===== src/rtl/f_fetch_ctrl.sv =====
// f_fetch_ctrl: F-stage fetch sequencer. Owns F_pc, fetches instruction words
// over a req/ack handshake, presents them to D until accepted, and applies
// redirects (flush) from later stages.
// Optional feature macro: FETCH_ADDR_CHECK_EN. When it is defined, misaligned
// or out-of-range fetch targets raise AdEL (F_exc=4) instead of issuing a request.
//
// state   | meaning
// S_IDLE  | first cycle after reset release; launches the fetch of F_pc
// S_REQ   | request outstanding for F_pc (or faulting target: no request, AdEL next)
// S_DRAIN | redirected while a stale request is outstanding; drop its ack
// S_HOLD  | word presented to D; wait for accept or flush
module f_fetch_ctrl #(
  parameter logic [31:0] RESET_PC = 32'h0000_3000,
  parameter logic [31:0] IM_SIZE  = 32'h0000_4000
) (
  input  logic        clk,
  input  logic        reset,
  input  logic        stall,
  input  logic [31:0] npc,
  input  logic        flush,
  input  logic [31:0] flush_pc,
  output logic        im_req,
  output logic [31:0] im_addr,
  input  logic        im_ack,
  input  logic [31:0] im_rdata,
  output logic [31:0] F_pc,
  output logic [31:0] F_instr,
  output logic        F_valid,
  output logic [4:0]  F_exc
);

`ifdef FETCH_ADDR_CHECK_EN
  localparam bit CHECK_EN = 1'b1;
`else
  localparam bit CHECK_EN = 1'b0;
`endif

  localparam logic [4:0] EXC_ADEL = 5'd4;

  typedef enum logic [1:0] {S_IDLE, S_REQ, S_DRAIN, S_HOLD} state_t;

  state_t      state;
  logic        fault_pend;
  logic        accept;
  logic        go_req;
  logic        tgt_fault;
  logic [31:0] tgt;

  // Range is evaluated in 33 bits so RESET_PC+IM_SIZE cannot wrap.
  function automatic logic addr_fault(input logic [31:0] a);
    logic [32:0] lo;
    logic [32:0] hi;
    lo = {1'b0, RESET_PC};
    hi = lo + {1'b0, IM_SIZE};
    return CHECK_EN && ((a[1:0] != 2'b00) || ({1'b0, a} < lo) || ({1'b0, a} >= hi));
  endfunction

  assign accept = F_valid & ~stall & ~flush;

  // Decide whether a new fetch target is launched this cycle, and which one.
  always_comb begin
    go_req = 1'b0;
    tgt    = F_pc;
    case (state)
      S_IDLE: begin
        go_req = 1'b1;
        tgt    = flush ? flush_pc : F_pc;
      end
      S_REQ: begin
        if (flush && (fault_pend || im_ack)) begin
          go_req = 1'b1;
          tgt    = flush_pc;
        end
      end
      S_DRAIN: begin
        if (im_ack) begin
          go_req = 1'b1;
          tgt    = flush ? flush_pc : F_pc;
        end
      end
      S_HOLD: begin
        if (flush) begin
          go_req = 1'b1;
          tgt    = flush_pc;
        end else if (accept) begin
          go_req = 1'b1;
          tgt    = npc;
        end
      end
      default: ;
    endcase
    tgt_fault = addr_fault(tgt);
  end

  // Sequencer state, handshake outputs and the registered D-side interface.
  always_ff @(posedge clk or negedge reset) begin
    if (!reset) begin
      state      <= S_IDLE;
      fault_pend <= 1'b0;
      im_req     <= 1'b0;
      im_addr    <= RESET_PC;
      F_pc       <= RESET_PC;
      F_instr    <= 32'h0;
      F_valid    <= 1'b0;
      F_exc      <= 5'd0;
    end else if (go_req) begin
      // A faulting target never reaches memory; it is reported one cycle later.
      state      <= S_REQ;
      im_addr    <= tgt;
      im_req     <= ~tgt_fault;
      fault_pend <= tgt_fault;
      F_pc       <= tgt;
      F_valid    <= 1'b0;
      F_exc      <= 5'd0;
    end else begin
      case (state)
        S_REQ: begin
          if (fault_pend) begin
            fault_pend <= 1'b0;
            F_instr    <= 32'h0;
            F_exc      <= EXC_ADEL;
            F_valid    <= 1'b1;
            state      <= S_HOLD;
          end else if (im_ack) begin
            F_instr <= im_rdata;
            F_valid <= 1'b1;
            im_req  <= 1'b0;
            state   <= S_HOLD;
          end else if (flush) begin
            // Old request must still complete on its original address.
            F_pc  <= flush_pc;
            state <= S_DRAIN;
          end
        end
        S_DRAIN: begin
          if (flush) F_pc <= flush_pc;
        end
        default: ;
      endcase
    end
  end

endmodule


===== config.mk =====
export PLATFORM = sky130hd
export DESIGN_NAME = f_fetch_ctrl
export DESIGN_NICKNAME = d
export VERILOG_FILES = /design/src/rtl/f_fetch_ctrl.sv
export SDC_FILE = /design/constraint.sdc
export NUM_CORES = 1
export LEC_CHECK = 0
export ABC_AREA = 0
export CORE_MARGIN = 1
export CORE_UTILIZATION = 49
export DETAILED_ROUTE_END_ITERATION = 7
export MAX_ROUTING_LAYER = met4
export PLACE_DENSITY = 0.85
export SLEW_MARGIN = 15
export SYNTH_ARGS = -nofsm -noshare
export SYNTH_HDL_FRONTEND = slang
export SYNTH_SLANG_ARGS = --single-unit

===== constraint.sdc =====
create_clock -name clk -period 4.8 [get_ports clk]
set_clock_uncertainty 0.2 [all_clocks]
set_input_delay 0.96 -clock clk [delete_from_list [all_inputs] [get_ports clk]]
set_output_delay 0.96 -clock clk [all_outputs]
set_load 0.005 [all_outputs]

* After elaboration in Yosys (flattened, before gate mapping)
Index checks and enable logic that the tools add are counted.
** Storage, ports and cells
- Word-level logic and storage cells :: 70
- Bits in registers :: 106
- Output and inout port bits :: 103
** Cells by class
- Bitwise gates (word level) :: 5
- Reduce and logical (&&, ||, !) cells :: 16
- Mux-type cells :: 35
- Eq/ne operators :: 6
** Operator list (count)
- 32-bit two-way mux :: 10
- 32-bit one-hot mux with 4 select lines :: 1
- 32-bit one-hot mux with 2 select lines :: 1
- 5-bit two-way mux :: 3
- 1-bit two-way mux :: 14
- 2-bit two-way mux :: 5
- 3-bit AND reduction :: 3
- 2-bit nonzero test :: 4
- 3-bit != test (second input constant) :: 2
- 2-bit AND reduction :: 3
- 3-bit nonzero test :: 2
- 2-bit equality test (second input constant) :: 2
- 1-bit one-hot mux with 4 select lines :: 1
- 4-bit nonzero test :: 1
- 1-bit NOT :: 3
- 1-bit bitwise AND :: 2
- 2-bit by 1-bit equality test with 1-bit output (second input constant) :: 1
- 2-bit zero test :: 1
- 2-bit by 1-bit != test with 1-bit output (second input constant) :: 1
- 1-bit logical AND :: 1
- 1-bit logical OR :: 1

* Logic depth before layout (Yosys ltp)
Gate-level depths: netlist of the first run.
- Word-level depth :: 8
- Gate-level depth with buffers :: 7

* Worst setup path before layout of the first run
OpenSTA, ideal clock, no wires.
- Path kind :: input -> register
- Start point :: input flush
- End point :: register im_addr[26]
- Data required time :: 4475 ps
- Buffers on the path :: 2
- Stages :: 6
- Slack :: 2377 ps
- Data arrival time :: 2098 ps
- Cells stage by stage :: buf_2 -> inv_2 -> a2bb2o_1 -> a21oi_1 -> buf_4 -> mux2_2
** Between the ends
- Cells in the longest elaborated chain, start to end :: 5
- Elaborated cells between the ends (all ways) :: 13
- Those cells by class :: 10 x mux; 2 x bitwise; 1 x reduce/logical
** Ends and longest elaborated chain
- from (decl) :: line 20 : input logic flush,
- 1-bit NOT :: line 58 : assign accept = F_valid & ~stall & ~flush;
- 1-bit bitwise AND :: line 58
- 32-bit two-way mux or 1-bit two-way mux (tied branches) :: line 85 : end else if (accept) begin
- 32-bit two-way mux or 1-bit two-way mux (tied branches) :: line 82 : if (flush) begin
- 32-bit one-hot mux with 4 select lines or 1-bit one-hot mux with 4 select lines (tied branches) :: line 64 : case (state)
- to (signal assigned) :: line 109 : im_addr <= tgt;
- to (decl) :: line 23 : output logic [31:0] im_addr,
Parallel ways exist; a longest one is shown, timed or not.
A chain may end at the register's enable or synchronous reset.

* Worst setup path after layout of the first run
- Start point :: input stall
- End point :: register F_pc[2]
** Between the ends
- Cells in the longest elaborated chain, start to end :: 8
- Elaborated cells between the ends (all ways) :: 14
- Those cells by class :: 2 x eq/ne; 7 x mux; 3 x bitwise; 2 x reduce/logical
** Ends and longest elaborated chain
- from (decl) :: line 18 : input logic stall,
- 1-bit NOT * :: line 58
- 1-bit bitwise AND * (2 in series) :: line 58
- 1-bit two-way mux :: line 85
- 1-bit two-way mux :: line 82
- 1-bit one-hot mux with 4 select lines :: line 64
- 3-bit != test (no source line) or 3-bit nonzero test (tied branches)
- 3-bit AND reduction (no source line)
- to (signal assigned) :: line 112 : F_pc <= tgt;
- to (signal assigned) :: line 131 : F_pc <= flush_pc;
- to (signal assigned) :: line 136 : if (flush) F_pc <= flush_pc;
- to (decl) :: line 26 : output logic [31:0] F_pc,
Every way passes the cells marked *; elsewhere a longest branch is shown, timed or not.

==> impl_metrics.toml, run 1 <==
[global_route]
grt_overflow = 0
grt_start_max_net_pins = 97
grt_usage_pct = 32.2
grt_pass1_wl_um = 31400
grt_pass1_vias = 6271
antenna_found_initial = 0

[routing]
via_per_inst = 6.53
wire_per_inst_um = 20.9
drtIter0Drc = 545
ant_nets = 0
drt-total-wl_um = 19600
firstDrtPassIters = 6
drc = 0
vias = 6105

[place]
placed_area_um2 = 7990
portBuffers = 199
dp_hpwl_um = 12600
gp_congestion = 0.844

[floorplanning]
core.rowCount = 40
dieHeight_um = 113
die_x_um = 113
initial_core_util_pct = 50.2
die_area_um2 = 12700
ios = 204
core_area_um2 = 12000

[synthesis]
synth_top_family_by_area = "compound AO/OA/AOI/OAI gates"
yosys.area_share.adder_pct = 0
syn_area_um2 = 6030
synth_mux_area_share_pct = 12.2
synth_top_cell_area_share_pct = 40.3
yosysWarnings = 0
ys_top_cells_by_area = "dfrtp_1, mux2_2, mux2i_1"
synth_compound_area_share_pct = 23.2
syn_inst = 626
synthSimpleGateAreaFrac_pct = 14.4
synth_top_area_cell = "dfrtp_1"
synth.distinct_cells = 42
yosys.area_share.xor_xnor_pct = 0.145
yosysSeqAreaShare_pct = 42.0
syn_avg_cell_area_um2 = 9.63
synth-seq-cells = 101

[power]
power.density_nw_per_um2 = 493
finalPower_mw = 4.08
leakage_nw = 3.27
vdd_ir_drop_max_mv = 0.344

[sta]
fmax_ghz = 0.306
finalSetupViolations = 0
drv_slew = 0
fin_crit_sh_pct = 68.2
fin_crit_ps = 3270
fin_setup_tns_ps = 0
tightest_slew_ps = 1150
relSlewSlack_pct = 23.1
rsz0062_at_grt = "false"
hold_violations = 0

[outcome]
status = "finished clean"

[cells_and_area]
final_cell_mix = "clkdlybuf4s50_1, dfrtp_1, o21ai_0"
drive_gt1_share_pct = 9.64
fin_area_um2 = 8280
diodes = 0
fin_nets = 884
syn2layout_area_growth_pct = 37.3
final_common_cell = "clkdlybuf4s50_1"

[critical_path]
worstSetupStartpointType = "primary input"
crit_slowest_cell = "nand2b_1"
worstSetupPathType = "in2reg"
critPathMaxFanout = 33
endpoint_kind = "flip-flop"
worst_path_most_repeated_cell = "buf_4"
arrival_ps = 3340
worstPathCellList = "clkdlybuf4s50_1 > buf_4 > nand2b_1 > buf_4 > a31oi_1 > a32o_1 > a21oi_1"
worst_ep_required_time_ps = 4870
cpPeakStageDelay_ps = 520

[clock_tree]
postCtsHoldBufs = 0
post_cts_buffers = 0
clockBufferDepth = 2
ctsResizeCount = 0
htreeDepth = 3
clk_latency_ps = 360
cts_buffers = 9
clk_pin_slew_ps = 70
cts_tree = "yes"
cts_root_buf = "clkbuf_16"
cts.sink_count = 101

[run]
drv_cap = 0

[hold_path]
hold_class = "reg2reg"
## synth_stat cells (all sizes together)
cell type	instances
nor4bb	32
dfstp	4
o31ai	1
o221ai	12
xor2	1
o211ai	1
buf	33
nand3	32
mux2	34
nand2	16
nand3b	2
conb	1
nor3b	2
a21o	2
o21ai	64
o32a	2
mux2i	35
a31oi	27
dfrtp	97
or2	2
o21a	2
a32o	30
o32ai	13
a2bb2o	1
a32oi	2
nand2b	1
nor2	2
inv	43
clkbuf	35
nor2b	40
o21bai	1
a221oi	5
a21oi	49
and2	2
## worst paths after layout
| kind | start | end | slack [ps] | depth (start not counted) |
|---|---|---|---|---|
| worst max register to register | state[0]$_DFFE_PN0P_ | im_addr[13]$_DFFE_PN1N_ | 1950 | 5 |
| max in group asynchronous | reset | im_addr[13]$_DFFE_PN1N_ | 2800 | 2 |
| min in group asynchronous | reset | F_exc[2]$_DFFE_PN0P_ | 520 | 1 |
| worst min register to register | im_addr[12]$_DFFE_PN1N_ | im_addr[12]$_DFFE_PN1N_ | 280 | 2 |
| worst max-delay path | stall | F_pc[2]$_DFFE_PN0P_ | 1530 | 7 |
| worst min-delay path | im_addr[12]$_DFFE_PN1N_ | im_addr[12]$_DFFE_PN1N_ | 280 | 2 |
## kinds of logic after synthesis
family                 count (synthesis)
multiplexers                          69
AND/OR/NAND/NOR                      131
AO/OA/AOI/OAI                        212
flip-flops                           101
XOR/XNOR                               1
buffers and inverters                111
other                                  1
## report_power, final
| group | leakage [nW] | internal (mW) | switching [mW] |
|---|---|---|---|
| sequential | 1.17 | 1.21 | 0.302 |
| clock | 0.122 | 0.356 | 0.352 |
| combinational | 1.97 | 1.12 | 0.749 |
## metal layers
metal	vias up	GRT usage, %	wire (µm)
met3	75	7.55	1980
met4	0	17.7	667
met5	-	-	0
met1	2920	38.9	7540
li1	2653	-	-
met2	457	50.0	9400
## flip-flops by register name, indices dropped and copies added (netlist names)
| signal | cells |
|---|---|
| im_addr | 32 |
| F_pc | 32 |
| F_valid | 1 |
| F_exc | 1 |
| F_instr | 32 |
| im_req | 1 |
| state | 2 |
## worst max-delay path: cells and delay by family
family          cells  cell delay, ps
simple gates        1             520
buf+inv             3            1260
compound gates      3             580
## area by class of cell
type	count	area (µm²)
Clock inverter	6	47.5
Inverter	43	161
Tap cell	147	184
Timing Repair Buffer	211	2070
Fill cell	897	3740
Clock buffer	10	229
Sequential cell	101	2530
Multi-Input combinational cell	417	3050
## stage by stage
stage	hold WS [ps]	std cells	worst slack [ps]	utilization, %
2_1_floorplan	254	629	2380	-
3_3_place_gp	254	919	1280	66.6
3_5_place_dp	269	919	1260	66.6
4_1_cts	286	935	1620	68.9
5_1_grt	313	935	1460	68.9
6_report	284	935	1530	68.9
(Power assumes the default switching activity.)
==> run 2: changes to the inputs <==
--- a/config.mk
+++ b/config.mk
@@ -7,10 +7,10 @@
 export LEC_CHECK = 0
 export ABC_AREA = 0
 export CORE_MARGIN = 1
-export CORE_UTILIZATION = 49
+export CORE_UTILIZATION = 42
 export DETAILED_ROUTE_END_ITERATION = 7
 export MAX_ROUTING_LAYER = met4
-export PLACE_DENSITY = 0.85
+export PLACE_DENSITY = 0.78
 export SLEW_MARGIN = 15
 export SYNTH_ARGS = -nofsm -noshare
 export SYNTH_HDL_FRONTEND = slang
==> constraint.sdc (replaced) <==
create_clock -name clk -period 3 [get_ports clk]
set_clock_uncertainty 0.2 [all_clocks]
set_input_delay 0.6 -clock clk [delete_from_list [all_inputs] [get_ports clk]]
set_output_delay 0.6 -clock clk [all_outputs]
set_load 0.005 [all_outputs]
==> impl_metrics.toml, run 2 (synthesis results as in run 1) <==
[outcome]
status = "finished clean"

[clock_tree]
cts_tree = "yes"
htreeDepth = 3
ctsResizeCount = 0
cts_buffers = 9
clk_pin_slew_ps = 70
cts.sink_count = 101
clk_latency_ps = 350
post_cts_buffers = 0
postCtsHoldBufs = 0
cts_root_buf = "clkbuf_16"
clockBufferDepth = 2

[cells_and_area]
drive_gt1_share_pct = 11.6
multi_input_area_um2 = 3050
seq_area_um2 = 2530
fin_nets = 900
diodes = 0
reg_top3 = "F_instr x32, F_pc x32, im_addr x32"
fillers = 1155
syn2layout_area_growth_pct = 40.6
final_common_cell = "clkdlybuf4s50_1"
final_cell_mix = "clkdlybuf4s50_1, dfrtp_1, o21ai_0"

[floorplanning]
core_area_um2 = 13900
die_area_um2 = 14800
ios = 204
die_x_um = 122
initial_core_util_pct = 43.3
core.rowCount = 43
dieHeight_um = 122

[sta]
fin_crit_ps = 2610
fin_crit_sh_pct = 86.8
drv_slew = 0
relSlewSlack_pct = 34.9
fin_setup_tns_ps = 0
finalSetupViolations = 0
holdWs_ps = 63.8
rsz0062_at_grt = "false"
tightest_slew_ps = 972
hold_violations = 0
fmax_ghz = 0.384

[global_route]
grt_start_max_net_pins = 76
grt_pass1_wl_um = 31500
grt_overflow = 0
grt_pass1_vias = 6137
grt_usage_pct = 28.2
antenna_found_initial = 0

[critical_path]
crit_slowest_cell = "o21bai_4"
timing.rr.start = "state[1]$_DFFE_PN0P_"
startpoint = "state[1]$_DFFE_PN0P_"
r2r-end = "F_pc[28]$_DFFE_PN0P_"
critPathMaxFanout = 32
worst-r2r-setup-slack_ps = 390
cpPeakStageDelay_ps = 770
worstPathCellList = "buf_4 > o21bai_4 > nand3_1 > a32o_1 > o221ai_1"
reg2reg_depth = 5
crit_buf_inv = 1
arrival_ps = 2670
worstSetupStartpointType = "flip-flop"
worstSetupPathType = "reg2reg"
worst_ep_required_time_ps = 3060
endpoint_kind = "flip-flop"
cp_top_family = "compound AO/OA/AOI/OAI gates"

[run]
drv_cap = 0

[routing]
wire_per_inst_um = 20.2
drtIter0Drc = 703
ant_nets = 0
drc = 0
vias = 6036
firstDrtPassIters = 7
via_per_inst = 6.13
drt-total-wl_um = 19900

[power]
leakage_nw = 3.37
comb_power_share_pct = 45.9
power.density_nw_per_um2 = 777
internal-power_mw = 4.34
pwr-share-clk_pct = 17.6
p_seq_share_pct = 36.4
vdd_ir_drop_max_mv = 0.365
p_switching_mw = 2.25
switching_share_pct = 34.1

[place]
dp_hpwl_um = 13200
portBuffers = 199
gp_congestion = 0.860

[hold_path]
hold_class = "in2async"
## run 2: per-stage QoR
step           utilization, %  total power, mW  area [µm²]  std cells  worst slack [ps]
6_report                 60.8             6.58        8480        984               395
5_1_grt                  60.8             6.99        8480        984               288
4_1_cts                  60.8             6.62        8480        984               425
3_5_place_dp             58.8             5.42        8190        968               239
3_3_place_gp             58.8             5.31        8190        968               281
2_1_floorplan               -             3.69        6040        629               937
## run 2: area by class of cell
| cell class | instances | area share, % |
|---|---|---|
| Multi-Input combinational cell | 417 | 36.0 |
| Inverter | 43 | 1.90 |
| Clock buffer | 9 | 2.66 |
| Clock inverter | 7 | 0.738 |
| Sequential cell | 101 | 29.9 |
| Timing Repair Buffer | 227 | 26.2 |
| Tap cell | 180 | 2.66 |
## run 2: layer usage
metal / routed length, µm / track usage (%) / vias up / share of wire [%]
li1: - / - / 2681 / -
met1: 8110 / 35.2 / 2951 / 41
met2: 9410 / 43.3 / 359 / 47
met3: 1860 / 6.60 / 45 / 9.4
met4: 493 / 13.0 / 0 / 2.5
met5: 0 / - / - / 0
## run 2: power groups by stage
stage	clock network, mW	logic [mW]	registers [mW]
floorplan	0	1.34	2.35
global placement	0	2.94	2.38
detailed placement	0	3.01	2.41
CTS	1.19	3.03	2.39
global route	1.23	3.28	2.48
finish	1.16	3.02	2.40
## run 2: worst max-delay path by stage
stage	depth (start not counted)	end	slack, ps
6_report	5	F_pc[28]$_DFFE_PN0P_	390
5_1_grt	5	im_addr[18]$_DFFE_PN0N_	290
4_1_cts	5	F_pc[26]$_DFFE_PN0P_	420
3_5_place_dp	7	F_pc[27]$_DFFE_PN0P_	240
3_3_place_gp	6	im_addr[31]$_DFFE_PN0N_	280
2_1_floorplan	6	im_addr[26]$_DFFE_PN0N_	940
==> run 3: changes to the inputs <==
--- a/config.mk
+++ b/config.mk
@@ -6,7 +6,7 @@
 export NUM_CORES = 1
 export LEC_CHECK = 0
 export ABC_AREA = 0
-export CORE_MARGIN = 1
+export CORE_MARGIN = 5
 export CORE_UTILIZATION = 42
 export DETAILED_ROUTE_END_ITERATION = 7
 export MAX_ROUTING_LAYER = met4
==> impl_metrics.toml, run 3 (synthesis results as in run 1) <==
[clock_tree]
post_cts_buffers = 0
cts_root_buf = "clkbuf_16"
ctsResizeCount = 0
clockBufferDepth = 2
clk_latency_ps = 350
cts_buffers = 9
cts.sink_count = 101
postCtsHoldBufs = 0
clk_pin_slew_ps = 70
cts_tree = "yes"
htreeDepth = 3

[hold_path]
hold_class = "in2async"

[floorplanning]
core.rowCount = 43
ios = 204
core_area_um2 = 14000
die_area_um2 = 16800
dieHeight_um = 130
initial_core_util_pct = 43.1
die_x_um = 130

[routing]
firstDrtPassIters = 6
via_per_inst = 6.12
drtIter0Drc = 813
ant_nets = 0
drt-total-wl_um = 20500
wire_per_inst_um = 20.8
vias = 6019
drc = 0

[sta]
tightest_slew_ps = 968
holdWs_ps = 41.7
rsz0062_at_grt = "false"
drv_slew = 0
finalSetupViolations = 0
hold_violations = 0
fmax_ghz = 0.383
relSlewSlack_pct = 35.3
fin_crit_sh_pct = 87.0
fin_setup_tns_ps = 0
fin_crit_ps = 2610

[power]
vdd_ir_drop_max_mv = 0.402
power.density_nw_per_um2 = 777
leakage_nw = 3.35

[global_route]
grt_usage_pct = 24.6
grt_start_max_net_pins = 63
antenna_found_initial = 0
grt_pass1_vias = 6074
grt_overflow = 0
grt_pass1_wl_um = 31900

[cells_and_area]
fin_nets = 899
drive_gt1_share_pct = 11.5
syn2layout_area_growth_pct = 40.5
final_common_cell = "clkdlybuf4s50_1"
fillers = 1185
post-route-util_pct = 60.5
diodes = 0
multi_input_area_um2 = 3050
final_cell_mix = "clkdlybuf4s50_1, dfrtp_1, o21ai_0"
seq_area_um2 = 2530
reg_top3 = "F_instr x32, F_pc x32, im_addr x32"
fin_area_um2 = 8470

[critical_path]
critPathMaxFanout = 21
timing.rr.start = "state[1]$_DFFE_PN0P_"
worstSetupStartpointType = "flip-flop"
arrival_ps = 2590
endpoint_kind = "flip-flop"
r2r-end = "F_pc[3]$_DFFE_PN0P_"
worst_ep_required_time_ps = 2980
reg2reg_depth = 3
worst-r2r-setup-slack_ps = 390
worstSetupPathType = "reg2reg"

[run]
drv_cap = 0

[place]
portBuffers = 199
gp_congestion = 0.871
dp_hpwl_um = 14100
placed_area_um2 = 8180

[outcome]
status = "finished clean"
==> run 3: cell types whose count changed in the layout (fill, tap and decap cells not counted), sizes merged <==
cell,before,now
inv,49,43
clkbuf,9,11
clkinv,0,1
buf,31,30
clkinvlp,1,4
==> run 3: report_power, final <==
| part | switching (mW) | total [mW] | internal, mW |
|---|---|---|---|
| clock network | 0.530 | 1.14 | 0.607 |
| logic | 1.20 | 3.02 | 1.82 |
| registers | 0.489 | 2.42 | 1.93 |
==> run 3: final cells by class <==
type,instances,share of cell area (%)
sequential,101,29.9
clock buffer,11,2.98
inverter,43,1.91
clock inverter,5,0.414
multi-input combinational,417,36.0
tap,180,2.66
timing repair buffer,226,26.1
==> run 3: worst max-delay path: stages (launching register included) <==
cell and delay, ps:
dfrtp_1 810, nor3b_2 470, a21o_1 740, o221ai_1 220
==> run 3: how the worst max path moves through the flow <==
stage | from | slack (ps) | depth (start not counted) | to
after global routing | state[1]$_DFFE_PN0P_ | 300 | 3 | F_pc[19]$_DFFE_PN0P_
after global placement | stall | 210 | 5 | F_exc[2]$_DFFE_PN0P_
after detailed placement | stall | 160 | 5 | F_pc[3]$_DFFE_PN0P_
after CTS | state[1]$_DFFE_PN0P_ | 460 | 3 | F_pc[3]$_DFFE_PN0P_
final | state[1]$_DFFE_PN0P_ | 390 | 3 | F_pc[3]$_DFFE_PN0P_
after floorplan | flush | 940 | 6 | im_addr[26]$_DFFE_PN0N_
==> run 3: per-stage QoR <==
step / power, mW / std cells / worst slack, ps
finish: 6.58 / 983 / 389
global route: 6.98 / 983 / 301
CTS: 6.62 / 983 / 465
detailed placement: 5.45 / 967 / 158
global placement: 5.35 / 967 / 209
floorplan: 3.69 / 629 / 937
==> run 3: metal layers <==
metal	GRT usage (%)	up-vias	routed length [µm]
li1	-	2668	-
met1	30.3	2894	8050
met2	38.4	393	9610
met3	6.67	64	2240
met4	10.1	0	596
met5	-	-	0
==> RTL change 1 (settings of run 2) <==
Encoding of `state_t`: now one-hot (4 bits for 4 states).
--- a/src/rtl/f_fetch_ctrl.sv
+++ b/src/rtl/f_fetch_ctrl.sv
@@ -39,3 +39,3 @@
 
-  typedef enum logic [1:0] {S_IDLE, S_REQ, S_DRAIN, S_HOLD} state_t;
+  typedef enum logic [3:0] {S_IDLE = 4'b0001, S_REQ = 4'b0010, S_DRAIN = 4'b0100, S_HOLD = 4'b1000} state_t;
 
Function: same outputs for any inputs over 4 cycles, from zero or initial values and one cycle with reset low; so few cycles prove little.
==> RTL change 1 against run 2 <==
Core utilization is 0.67 points higher; final cell count down 3.2%; sequential cell count up 2; die area decreased by 1.6%; routed wire length is 3.0% lower; setup slack got worse by 6.3 ps; count of clock-buffer cells in the layout is 3 higher; area after synthesis decreased by 1.6%; synthesized cell count fell by 6.4%; via count down 6.1%; total power increased by 34%; final area rose by 0.32%; critical path depth is the same; critical endpoint is now im_addr[20].
==> RTL change 1: results (changes against run 2) <==
pwr:
  p_clk_share_pct: 14.1  # -3.5 points
  leakage_nw: 3.46  # +2.8%
  p_int_mw: 5.56  # +28%
  ir_drop_mv: 0.599  # +64%
  clk-power_mw: 1.25  # +8%
  combinationalPowerShare_pct: 54.5  # +8.6 points
critical_path:
  crit_family: "simple AND/OR/NAND/NOR gates"
  r2r-end: "im_addr[20]"
  cp-startpoint: "state[0]"
  cp_max_fo: 23  # -28%
  cp_slowest_cell: "dfstp_2"
cells_and_area:
  buffer_area_share_pct: 26.6  # +0.42 points
  buffers: 229  # +0.88%
  regArea_mm2: 0.00258  # +2.0%
  clkbuf_count: 12  # +3
  clkCellAreaFrac_pct: 3.75  # +0.36 points
  final_cells: 953  # -3.2%
  nNetsFinal: 869  # -3.4%
  fill_cells: 1102  # -4.6%
  drive_above_1_share_pct: 13.1  # +1.5 points
  layout.comb_gates.multi_input: 358  # -14%
status:
  status: "finished, final reports clean"
route:
  wl_met1_um: 7600  # -6.3%
  dr_wl_met2_um: 9170  # -2.6%
  vias_per_cell: 5.95  # -3.0%
  wl_met3_um: 1840  # -1.1%
  wl_um: 19300  # -3.0%
  drt-initial-drc-count: 571  # -19%
logic_synthesis:
  synthTopCellsByArea: "dfrtp_1 (41%), a32oi_2 (7.7%), a32oi_1 (5.3%)"
  netlist_instances: 586  # -6.4%
  synth_commonest_cells: "dfrtp_1 (98), inv_1 (67), nand2_1 (65), clkbuf_1 (37), a32oi_1 (36)"
  yosysSeqAreaShare_pct: 43.6  # +1.6 points
grt:
  grt_pass1_wl_um: 30600  # -2.7%
  grt_usage_pct: 28.1  # -0.091 points
  grt_max_degree: 56  # -26%
  grt_pass1_vias: 6041  # -1.6%
place:
  gp_congestion: 0.853  # -0.80%
  post-place-ws_ps: 307  # +67.6 ps
  placed_cells: 937  # -3.2%
sta:
  worstMarginPinSlew_ps: 752  # -220 ps
  holdWs_ps: 100  # +36.4 ps
-- RTL change 1: cells by family (layout without fill, tap and decap cells) --
group / after synthesis / count (layout) / synth area share, %
buf+inv: 128 / 312 / 9.29
mux: 32 / 32 / 6.08
other cells: 1 / 4 / 0.0633
compound gates: 203 / 203 / 30.2
flops: 103 / 103 / 43.6
simple gates: 118 / 118 / 10.6
xor+xnor: 1 / 1 / 0.148
-- RTL change 1: worst max path at each step --
| stage | to | slack [ps] | cells past startpoint |
|---|---|---|---|
| floorplan | F_instr[22] | 700 | 6 |
| global placement | F_pc[4] | 370 | 6 |
| detailed placement | F_pc[30] | 310 | 6 |
| CTS | im_addr[16] | 410 | 5 |
| global route | im_addr[29] | 330 | 5 |
| finish | im_addr[20] | 390 | 5 |
-- RTL change 1: routing by layer --
metal / vias up / track usage (%)
li1: 2531 / -
met5: - / -
met2: 357 / 44.9
met3: 69 / 6.27
met1: 2711 / 33.1
met4: 0 / 15.1
==> RTL change 2 (config.mk and constraints of run 2) <==
Made on the original files. Change the localparam `CHECK_EN` from 1'b0 to 1'b1.
--- a/src/rtl/f_fetch_ctrl.sv
+++ b/src/rtl/f_fetch_ctrl.sv
@@ -34,3 +34,3 @@
 `else
-  localparam bit CHECK_EN = 1'b0;
+  localparam bit CHECK_EN = 1'b1;
 `endif
Check against the original RTL: not equivalent (Yosys sat finds a counterexample within 4 cycles, from zero or initial values and one cycle with reset low).
==> RTL change 2 against run 2 <==
Via count is 0.43% lower; final area is 4.0% higher; area after synthesis is 5.5% lower; combinational power is 54% higher; largest cell class unchanged; sequential share of layout area is 0.84 points lower; sequential cell count is 1 higher; sequential power is 9.6% higher; global-route usage is 2.2 points higher; routed wire length is 2.2% higher; setup slack worse by 330 ps; total power is 31% higher.
==> RTL change 2: results (changes against run 2) <==
status:
  status: "finished, final reports clean"
cells_and_area:
  final_cells: 1072  # +8.9%
  nNetsFinal: 993  # +10%
  drive_above_1_share_pct: 14.7  # +3.2 points
grt:
  grt_pass1_wl_um: 32300  # +2.6%
  grt_usage_pct: 30.4  # +2.2 points
  use_met2_pct: 48.7  # +5.4 points
  grt_pass1_vias: 6087  # -0.81%
  grt_max_degree: 64  # -16%
route:
  firstDrtPassIters: 5  # -2
  drt-initial-drc-count: 560  # -20%
  wl_per_cell_um: 18.9  # -6.2%
logic_synthesis:
  synth_commonest_cells: "nand2_1 (117), dfrtp_1 (98), nor2_1 (66), mux2i_1 (43), clkbuf_1 (38)"
  synth_cell_types: 62  # +48%
  synthTopCellsByArea: "dfrtp_1 (43%), nand2_1 (7.7%), mux2i_1 (7.6%)"
  yosysSeqAreaShare_pct: 44.9  # +2.9 points
pwr:
  leakage_nw: 3.88  # +15%
  ir_drop_mv: 0.471  # +29%
  p_sw_mw: 3.19  # +42%
critical_path:
  r2r-start: "state[0]"
  critPathArrivalTime_ps: 2940  # +270 ps
  r2r-end: "fault_pend"
  reg2reg_slack_ps: 70  # -330 ps
  cp_max_fo: 6  # -81%
place:
  post-place-ws_ps: -609  # -849 ps
  placed_area_mm2: 0.00842  # +2.9%
  gp_congestion: 0.979  # +14%
  post-dp-hpwl_um: 15200  # +15%
sta:
  holdWs_ps: 15.9  # -48.0 ps
RTL change 2: cells by family (layout without fill, tap and decap cells):
group | after synthesis | after routing | share of synthesized area [%]
XOR/XNOR | 1 | 1 | 0.154
multiplexers | 49 | 49 | 8.74
other | 1 | 4 | 0.0658
flip-flops | 102 | 102 | 44.9
buffers and inverters | 59 | 310 | 4.26
AND/OR/NAND/NOR | 278 | 278 | 23.8
AO/OA/AOI/OAI | 152 | 152 | 18.1
RTL change 2: critical path, stage by stage (launching register included):
cell and delay (ps):
dfrtp_1 460, buf_4 220, a21boi_0 330, a211oi_1 100, a221o_1 310, nor4_2 280, nand4_1 170, or4_1 570
a2bb2oi_1 150
RTL change 2: what timing repair did:
item | in CTS | in global routing
gates resized for setup | 3 | 7
cloned | 0 | 0
buffers inserted | 0 | 3
endpoints found under the setup margin | 2 | 2
pin swaps | 0 | 1
hold buffers | 0 | 0
RTL change 2: worst max path at each step:
stage | start | end | slack, ps | cells past startpoint
global placement | im_ack | fault_pend | -580 | 8
global route | state[0] | fault_pend | -10 | 8
CTS | im_ack | fault_pend | 10 | 8
floorplan | im_ack | fault_pend | 170 | 7
detailed placement | im_ack | fault_pend | -610 | 8
finish | state[0] | fault_pend | 70 | 8
RTL change 2: through the flow:
| stage | TNS [ps] | util [%] |
|---|---|---|
| after global routing | -14.5 | 66.5 |
| final | 0 | 66.5 |
| after CTS | 0 | 66.2 |
| after global placement | -6790 | 63.6 |
| after floorplan | 0 | - |
| after detailed placement | -10730 | 63.6 |
RTL change 2: cell type report:
class / count / share of cell area, %
flip-flops and latches: 102 / 29.0
well taps: 176 / 2.50
clock buffers: 9 / 2.56
inverters: 8 / 0.341
clock inverters: 6 / 1.35
repair buffers: 287 / 30.7
multi-input cells: 484 / 33.6
RTL change 2: power by group through the flow:
stage / logic, mW / clock network (mW) / registers, mW
2_1_floorplan: 1.95 / 0 / 2.59
3_3_place_gp: 4.51 / 0 / 2.61
3_5_place_dp: 4.58 / 0 / 2.64
4_1_cts: 4.62 / 1.39 / 2.63
5_1_grt: 5.03 / 1.44 / 2.73
6_report: 4.64 / 1.37 / 2.63
RTL change 2: layer usage:
layer,vias to the layer above,wire length [µm]
li1,2792,-
met1,2898,8600
met2,276,9770
met3,44,1360
met4,0,569
met5,-,0
